File: src/rtl/fifo_rd_stream_if.sv
// Bundle of FIFO read-side and downstream stream signals for fifo_rd_stream.
// The master view belongs to the consumer block; the slave view belongs to the FIFO and the downstream sink.
interface fifo_rd_stream_if #(
  parameter int DATASIZE = 8
);
  logic                fifo_empty_i;
  logic [DATASIZE-1:0] fifo_dout_i;
  logic                fifo_ren_o;
  logic                m_valid_o;
  logic                m_ready_i;
  logic [DATASIZE-1:0] m_data_o;
  logic                m_last_o;

  modport master (
    input  fifo_empty_i,
    input  fifo_dout_i,
    input  m_ready_i,
    output fifo_ren_o,
    output m_valid_o,
    output m_data_o,
    output m_last_o
  );

  modport slave (
    output fifo_empty_i,
    output fifo_dout_i,
    output m_ready_i,
    input  fifo_ren_o,
    input  m_valid_o,
    input  m_data_o,
    input  m_last_o
  );
endinterface

File: src/rtl/fifo_rd_stream.sv
// FIFO read-side consumer: reads custom_async_fifo into a 2-entry skid buffer and emits a framed valid/ready stream.
// Optional word/stall statistics counters are enabled by defining FIFO_RD_STATS_EN.
module fifo_rd_stream #(
  parameter int DATASIZE  = 8,
  parameter int BURST_LEN = 4
) (
  input  logic                  rclk_i,
  input  logic                  rst_i,
  input  logic                  enable_i,
  fifo_rd_stream_if.master      bus,
  output logic                  busy_o
`ifdef FIFO_RD_STATS_EN
  ,
  output logic [31:0]           words_o,
  output logic [31:0]           stalls_o
`endif
);

  typedef enum logic [1:0] {IDLE, RUN, DRAIN} state_t;

  localparam logic [7:0] LAST_CNT = 8'(BURST_LEN - 1);

  state_t              state;
  logic [1:0]          occ;
  logic                inflight;
  logic [7:0]          burst_cnt;
  logic [DATASIZE-1:0] data0;
  logic [DATASIZE-1:0] data1;
  logic                last0;
  logic                last1;

  logic                pop;
  logic                ren;
  logic                cap_last;
  logic [1:0]          credit;
  logic [1:0]          wr_idx;

  assign pop      = bus.m_valid_o && bus.m_ready_i;
  assign credit   = occ + {1'b0, inflight} - {1'b0, pop};
  assign ren      = (state == RUN) && !bus.fifo_empty_i && (credit < 2'd2);
  assign cap_last = (burst_cnt == LAST_CNT);
  // A capture lands behind whatever survives this cycle's pop.
  assign wr_idx   = occ - {1'b0, pop};

  assign bus.fifo_ren_o = ren;
  assign bus.m_valid_o  = (occ != 2'd0);
  assign bus.m_data_o   = data0;
  assign bus.m_last_o   = last0;
  assign busy_o         = (state != IDLE);

  always_ff @(posedge rclk_i) begin
    if (rst_i) begin
      state     <= IDLE;
      occ       <= 2'd0;
      inflight  <= 1'b0;
      burst_cnt <= 8'd0;
      data0     <= '0;
      data1     <= '0;
      last0     <= 1'b0;
      last1     <= 1'b0;
    end else begin
      inflight <= ren;

      case (state)
        IDLE:    if (enable_i) state <= RUN;
        RUN:     if (!enable_i) state <= DRAIN;
        DRAIN: begin
          if (enable_i)                           state <= RUN;
          else if (occ == 2'd0 && !inflight)      state <= IDLE;
        end
        default: state <= IDLE;
      endcase

      if (pop) begin
        data0 <= data1;
        last0 <= last1;
      end

      // The word requested last cycle is on fifo_dout_i now; later writes override the shift.
      if (inflight) begin
        if (wr_idx == 2'd0) begin
          data0 <= bus.fifo_dout_i;
          last0 <= cap_last;
        end else begin
          data1 <= bus.fifo_dout_i;
          last1 <= cap_last;
        end
        burst_cnt <= cap_last ? 8'd0 : burst_cnt + 8'd1;
      end

      occ <= occ + {1'b0, inflight} - {1'b0, pop};
    end
  end

`ifdef FIFO_RD_STATS_EN
  always_ff @(posedge rclk_i) begin
    if (rst_i) begin
      words_o  <= 32'd0;
      stalls_o <= 32'd0;
    end else begin
      if (pop && words_o != 32'hFFFF_FFFF)
        words_o <= words_o + 32'd1;
      if (bus.m_valid_o && !bus.m_ready_i && stalls_o != 32'hFFFF_FFFF)
        stalls_o <= stalls_o + 32'd1;
    end
  end
`endif

endmodule
File: src/flat_wrapper.sv
// flat-port wrapper written by rule: the top's interface ports become plain ports
module fifo_rd_stream_flat 
#(
  parameter int DATASIZE  = 8,
  parameter int BURST_LEN = 4
)
  (rclk_i, rst_i, enable_i, busy_o, bus_fifo_empty_i, bus_fifo_dout_i, bus_m_ready_i, bus_fifo_ren_o, bus_m_valid_o, bus_m_data_o, bus_m_last_o);
  fifo_rd_stream_if #(.DATASIZE(DATASIZE)) bus_i ();
  input  logic rclk_i;
  input  logic rst_i;
  input  logic enable_i;
  output logic busy_o;
  input wire logic [$bits(bus_i.fifo_empty_i)-1:0] bus_fifo_empty_i;
  input wire logic [$bits(bus_i.fifo_dout_i)-1:0] bus_fifo_dout_i;
  input wire logic [$bits(bus_i.m_ready_i)-1:0] bus_m_ready_i;
  output wire logic [$bits(bus_i.fifo_ren_o)-1:0] bus_fifo_ren_o;
  output wire logic [$bits(bus_i.m_valid_o)-1:0] bus_m_valid_o;
  output wire logic [$bits(bus_i.m_data_o)-1:0] bus_m_data_o;
  output wire logic [$bits(bus_i.m_last_o)-1:0] bus_m_last_o;
  assign bus_i.fifo_empty_i = bus_fifo_empty_i;
  assign bus_i.fifo_dout_i = bus_fifo_dout_i;
  assign bus_i.m_ready_i = bus_m_ready_i;
  assign bus_fifo_ren_o = bus_i.fifo_ren_o;
  assign bus_m_valid_o = bus_i.m_valid_o;
  assign bus_m_data_o = bus_i.m_data_o;
  assign bus_m_last_o = bus_i.m_last_o;
  fifo_rd_stream #(.DATASIZE(DATASIZE), .BURST_LEN(BURST_LEN)) u_core (.rclk_i(rclk_i), .rst_i(rst_i), .enable_i(enable_i), .bus(bus_i), .busy_o(busy_o));
endmodule
File: config.mk
export PLATFORM = sky130hd
export DESIGN_NAME = fifo_rd_stream_flat
export DESIGN_NICKNAME = d
export VERILOG_FILES = /design/src/rtl/fifo_rd_stream_if.sv /design/src/rtl/fifo_rd_stream.sv /design/src/flat_wrapper.sv
export SDC_FILE = /design/constraint.sdc
export NUM_CORES = 1
export LEC_CHECK = 0
export CAP_MARGIN = 25
export CORE_ASPECT_RATIO = 1.2
export CORE_UTILIZATION = 45
export CTS_CLUSTER_SIZE = 40
export DETAILED_ROUTE_END_ITERATION = 10
export GPL_TIMING_DRIVEN = 1
export PLACE_DENSITY = 0.73
export RECOVER_POWER = 100
export SYNTH_ARGS = -nofsm -noshare
export SYNTH_HDL_FRONTEND = slang
export SYNTH_SLANG_ARGS = --single-unit
File: constraint.sdc
create_clock -name rclk_i -period 1.5 [get_ports rclk_i]
set_input_delay 0.225 -clock rclk_i [delete_from_list [all_inputs] [get_ports rclk_i]]
set_output_delay 0.225 -clock rclk_i [all_outputs]
set_load 0.05 [all_outputs]
==> results summary, run 1 <==
The flow ran to the end, but the final reports show violations. The final reports fail on setup timing. Global routing used 21.2% of the available tracks. The mean post-synth cell area came out at 9.08 um2. The worst min-delay path class is in -> reg. The clock period minus worst slack came out at 1810 ps.

After routing the design area is 1900 um2. The number of cells on the worst reg-to-reg path came out at 5. The sum of buffers and inverters on the critical path is 1. The register cell area after layout is 628 um2. The count of non-filler cells in the finished layout is 224. The post-layout worst setup margin is -313 ps. The level count of the clock H-tree came out at 2. Timing would allow up to 0.552 GHz. The startpoint of the worst register-to-register path is u_core.burst_cnt[0]. The largest stage delay on the critical path is 340 ps. The placeable core area came out at 2790 um2. In this design, the largest share of critical-path delay is due to simple AND/OR/NAND/NOR gates. The worst hold path passes through 3 cells.

The synthesis-to-finish area growth came out at 43.7%. The signal on the critical path passes through nor2b_4 > nand2b_4 > ha_4 > xnor2_4 > nor3_4 > buf_12. The share of the Yosys chip area taken by registers is 46.8%. Ranked by instance count, the synthesized netlist is headed by sky130_fd_sc_hd__dfxtp_1 (31), sky130_fd_sc_hd__nor2_1 (26), sky130_fd_sc_hd__nand2_1 (23). The I/O pin count came out at 25. The most used flip-flop cell after synthesis is sky130_fd_sc_hd__dfxtp_1.

The highest fanout seen on the critical path came out at 3. Once the floorplan was initialized, standard cells occupied 47.6% of the core. The pin count of the biggest net entering global routing is 20. Setup repair after global routing could not meet its margin everywhere.

Of the available clock period, the critical path in the final layout requires 121%. The post-route clock skew came out at 8.08 ps. The number of vias per cell after detailed routing came out at 5.26. The average wire length per cell after detail routing came out at 13.6 um. For flop-to-flop paths, the worst setup slack is -120 ps. The TritonCTS sink count came out at 31. The number of flops mapped to enable cells by yosys came out at 0. The final setup violation count came out at 10. The worst hold slack is 444 ps.

The fraction of layout instances using a drive strength above 1 is 32.1%. The synthesized design spends more area on one cell type than any other, namely sky130_fd_sc_hd__dfxtp_1. The normalized max-slew margin is 80.4%. The number of warnings issued by yosys is 0. The post-route DRC violation count came out at 0. The antenna violation net count after detailed routing came out at 0. The post-detailed-placement half-perimeter wirelength came out at 2.13 mm. For this run, the post-layout net count is 204. The worst hold path begins at enable_i. The die height is 61.4 um.

By area the synthesized netlist is led by sky130_fd_sc_hd__dfxtp_1 (47%), sky130_fd_sc_hd__mux2i_1 (7.6%), sky130_fd_sc_hd__nor2_1 (7.4%), sky130_fd_sc_hd__nand2_1 (6.5%), sky130_fd_sc_hd__a311oi_1 (5.3%). The width of the chip is 51.5 um. The cell with the biggest individual delay on the critical path is sky130_fd_sc_hd__dfxtp_2. The post-layout total power is 1.66 mW. The capture instance of the worst register-to-register path is u_core.burst_cnt[5].

Routability-driven placement finished with a final weighted congestion of 0.763. The via count of the first global-routing pass came to 1156. The via count is 1179.

The multi-input combinational cell area is 749 um2. The async set or reset register ratio after synthesis came out at 0%. The fill cell total of the finished layout came out at 257. Buffers inserted to repair hold after CTS numbered 0. The placed instances occupy a cell area of 1770 um2. The worst setup path is captured at a primary output. The final count of pins violating max slew is 0. The setup TNS is -1140 ps. In this run the core area contains 21 standard-cell rows. The number of diodes is 0.

The buffer levels on the longest clock path came out at 2. Clock-pin slew was measured on the worst setup and hold paths at 100 ps. The number of clock buffers inserted by TritonCTS is 5. Counting distinct cell types in the post-synthesis netlist gives 31. For this block, the initial DRC count from the detailed router was 31. The global-route wire length before repair came out at 4.81 mm. The number of standard cells after synthesis is 146. The data arrival time of the worst path came out at 1590 ps. The area fraction of the dominant cell type after synthesis came out at 46.8%. Summing every instance area after synthesis gives 1330 um2.

Port buffering added 24 buffers. The later-pin clock latency in the skew report is 350 ps. The endpoint of the worst hold-timing path is u_core.state[0].

By instance count, the leading cell after synthesis is sky130_fd_sc_hd__dfxtp_1. The slew at the pin with the worst max-slew slack is 291 ps. The CTS tree is yes. The number of placed instances with taps included came out at 214.

The worst setup path is launched from a flop. The initial antenna violation count is 0. CTS placed an instance of sky130_fd_sc_hd__clkbuf_4 at the clock tree root. The global-route congestion overflow total is 0.

Synthesis inferred 31 register bits. The data required time at the worst endpoint came out at 1270 ps. The total detailed-routing wirelength came out at 3.05 mm. The critical path is of the reg -> out type. The floorplan step defined a die boundary enclosing 3170 um2. The peak ir drop on the vdd network is 0.859 mV. The count of final hold-check violations is 0. The length of the first detailed-routing pass in iterations came out at 5. The post-synthesis net count came out at 161. The count of max-cap constraint violations came out at 0. The standby leakage power came out at 0.797 nW. Power spread over the standard cell area amounts to 872 nW/um2.
==> flip-flops by register name (all words and copies together), names as in the netlist <==
register / count
u_core.inflight: 1
u_core.last1: 1
u_core.data1: 8
u_core.bus.m_data_o: 8
u_core.occ: 2
u_core.burst_cnt: 8
u_core.state: 2
u_core.bus.m_last_o: 1
==> power by group <==
| part | total [mW] | internal (mW) | switching [mW] | leakage (nW) |
|---|---|---|---|---|
| clock network | 0.635 | 0.327 | 0.308 | 0.0464 |
| registers | 0.845 | 0.835 | 0.00938 | 0.253 |
| logic | 0.181 | 0.0808 | 0.100 | 0.497 |
| total | 1.66 | 1.24 | 0.417 | 0.797 |
==> how the worst max path moves through the flow <==
stage,startpoint,end,cells past startpoint
detailed placement,bus_m_ready_i,bus_fifo_ren_o,7
global route,u_core.occ[0],bus_fifo_ren_o,6
finish,u_core.occ[0],bus_fifo_ren_o,6
floorplan,u_core.occ[0],bus_fifo_ren_o,5
CTS,u_core.occ[0],bus_fifo_ren_o,6
global placement,bus_m_ready_i,bus_fifo_ren_o,7
==> through the flow <==
stage          utilization (%)  worst slack (ps)
6_report                  68.4              -313
5_1_grt                   68.4              -365
4_1_cts                   67.1              -338
3_5_place_dp              63.6              -430
3_3_place_gp              63.6              -377
2_1_floorplan                -             -68.0
==> worst min-delay path, stage by stage <==
cell and delay, ps:
sky130_fd_sc_hd__clkdlybuf4s50_1 420, sky130_fd_sc_hd__inv_1 60, sky130_fd_sc_hd__a211oi_1 40
==> cell families (layout without fill, tap and decap cells) <==
group / count (synthesis) / count (layout) / synth area share (%)
AOI/OAI and AO/OA: 17 / 17 / 10.1
xor gates and xnor gates: 7 / 7 / 4.63
adders and majority gates: 2 / 2 / 1.89
buffers and inverters: 10 / 54 / 3.87
DFF: 31 / 31 / 46.8
muxes: 10 / 10 / 7.55
and+or+nand+nor: 69 / 69 / 25.1
==> per-layer routing <==
metal	GRT usage, %	routed length [um]	vias up
met3	5.43	108	6
met5	0	0	-
met1	21.5	1220	566
met2	39.5	1650	23
li1	-	-	584
met4	12.0	68	0
==> cell type report <==
| class | count | area share [%] |
|---|---|---|
| Timing Repair Buffer | 44 | 20.8 |
| Clock inverter | 1 | 0.263 |
| Inverter | 2 | 0.394 |
| Tap cell | 34 | 2.23 |
| Clock buffer | 7 | 4.01 |
| Sequential cell | 31 | 33.0 |
| Multi-Input combinational cell | 105 | 39.4 |
==> layout by cell type (no fill, tap or decap), types with 2 or more instances in the layout <==
master	Yosys	routed
sky130_fd_sc_hd__buf_4	1	28
sky130_fd_sc_hd__nor2b_1	4	3
sky130_fd_sc_hd__o21ai_0	4	2
sky130_fd_sc_hd__a311oi_1	8	5
sky130_fd_sc_hd__o21ai_1	0	2
sky130_fd_sc_hd__a311oi_2	1	4
sky130_fd_sc_hd__nand4_1	3	3
sky130_fd_sc_hd__clkdlybuf4s50_1	0	10
sky130_fd_sc_hd__xor2_1	3	3
sky130_fd_sc_hd__xnor2_1	4	3
sky130_fd_sc_hd__nand2_1	23	23
sky130_fd_sc_hd__nor2_2	0	2
sky130_fd_sc_hd__nor2_1	26	24
sky130_fd_sc_hd__inv_1	2	2
sky130_fd_sc_hd__dfxtp_1	31	27
sky130_fd_sc_hd__dfxtp_2	0	3
sky130_fd_sc_hd__mux2i_1	10	10
sky130_fd_sc_hd__buf_12	0	2
sky130_fd_sc_hd__a211oi_1	2	2
sky130_fd_sc_hd__clkbuf_4	0	5
sky130_fd_sc_hd__ha_4	0	2
==> timing repair <==
item                       in CTS  in global routing
setup endpoints to repair      12                 14
pin swaps                       9                  1
setup buffers                   2                  0
gates resized for setup         2                  9
gates cloned                    0                  0
(Power assumes the default switching activity.)
==> run 2: changes to the inputs <==
--- a/config.mk
+++ b/config.mk
@@ -5,7 +5,6 @@
 export SDC_FILE = /design/constraint.sdc
 export NUM_CORES = 1
 export LEC_CHECK = 0
-export CAP_MARGIN = 25
 export CORE_ASPECT_RATIO = 1.2
 export CORE_UTILIZATION = 45
 export CTS_CLUSTER_SIZE = 40
==> results of run 2 <==
No change in the layout: final DEF, timing and power equal those of run 1.
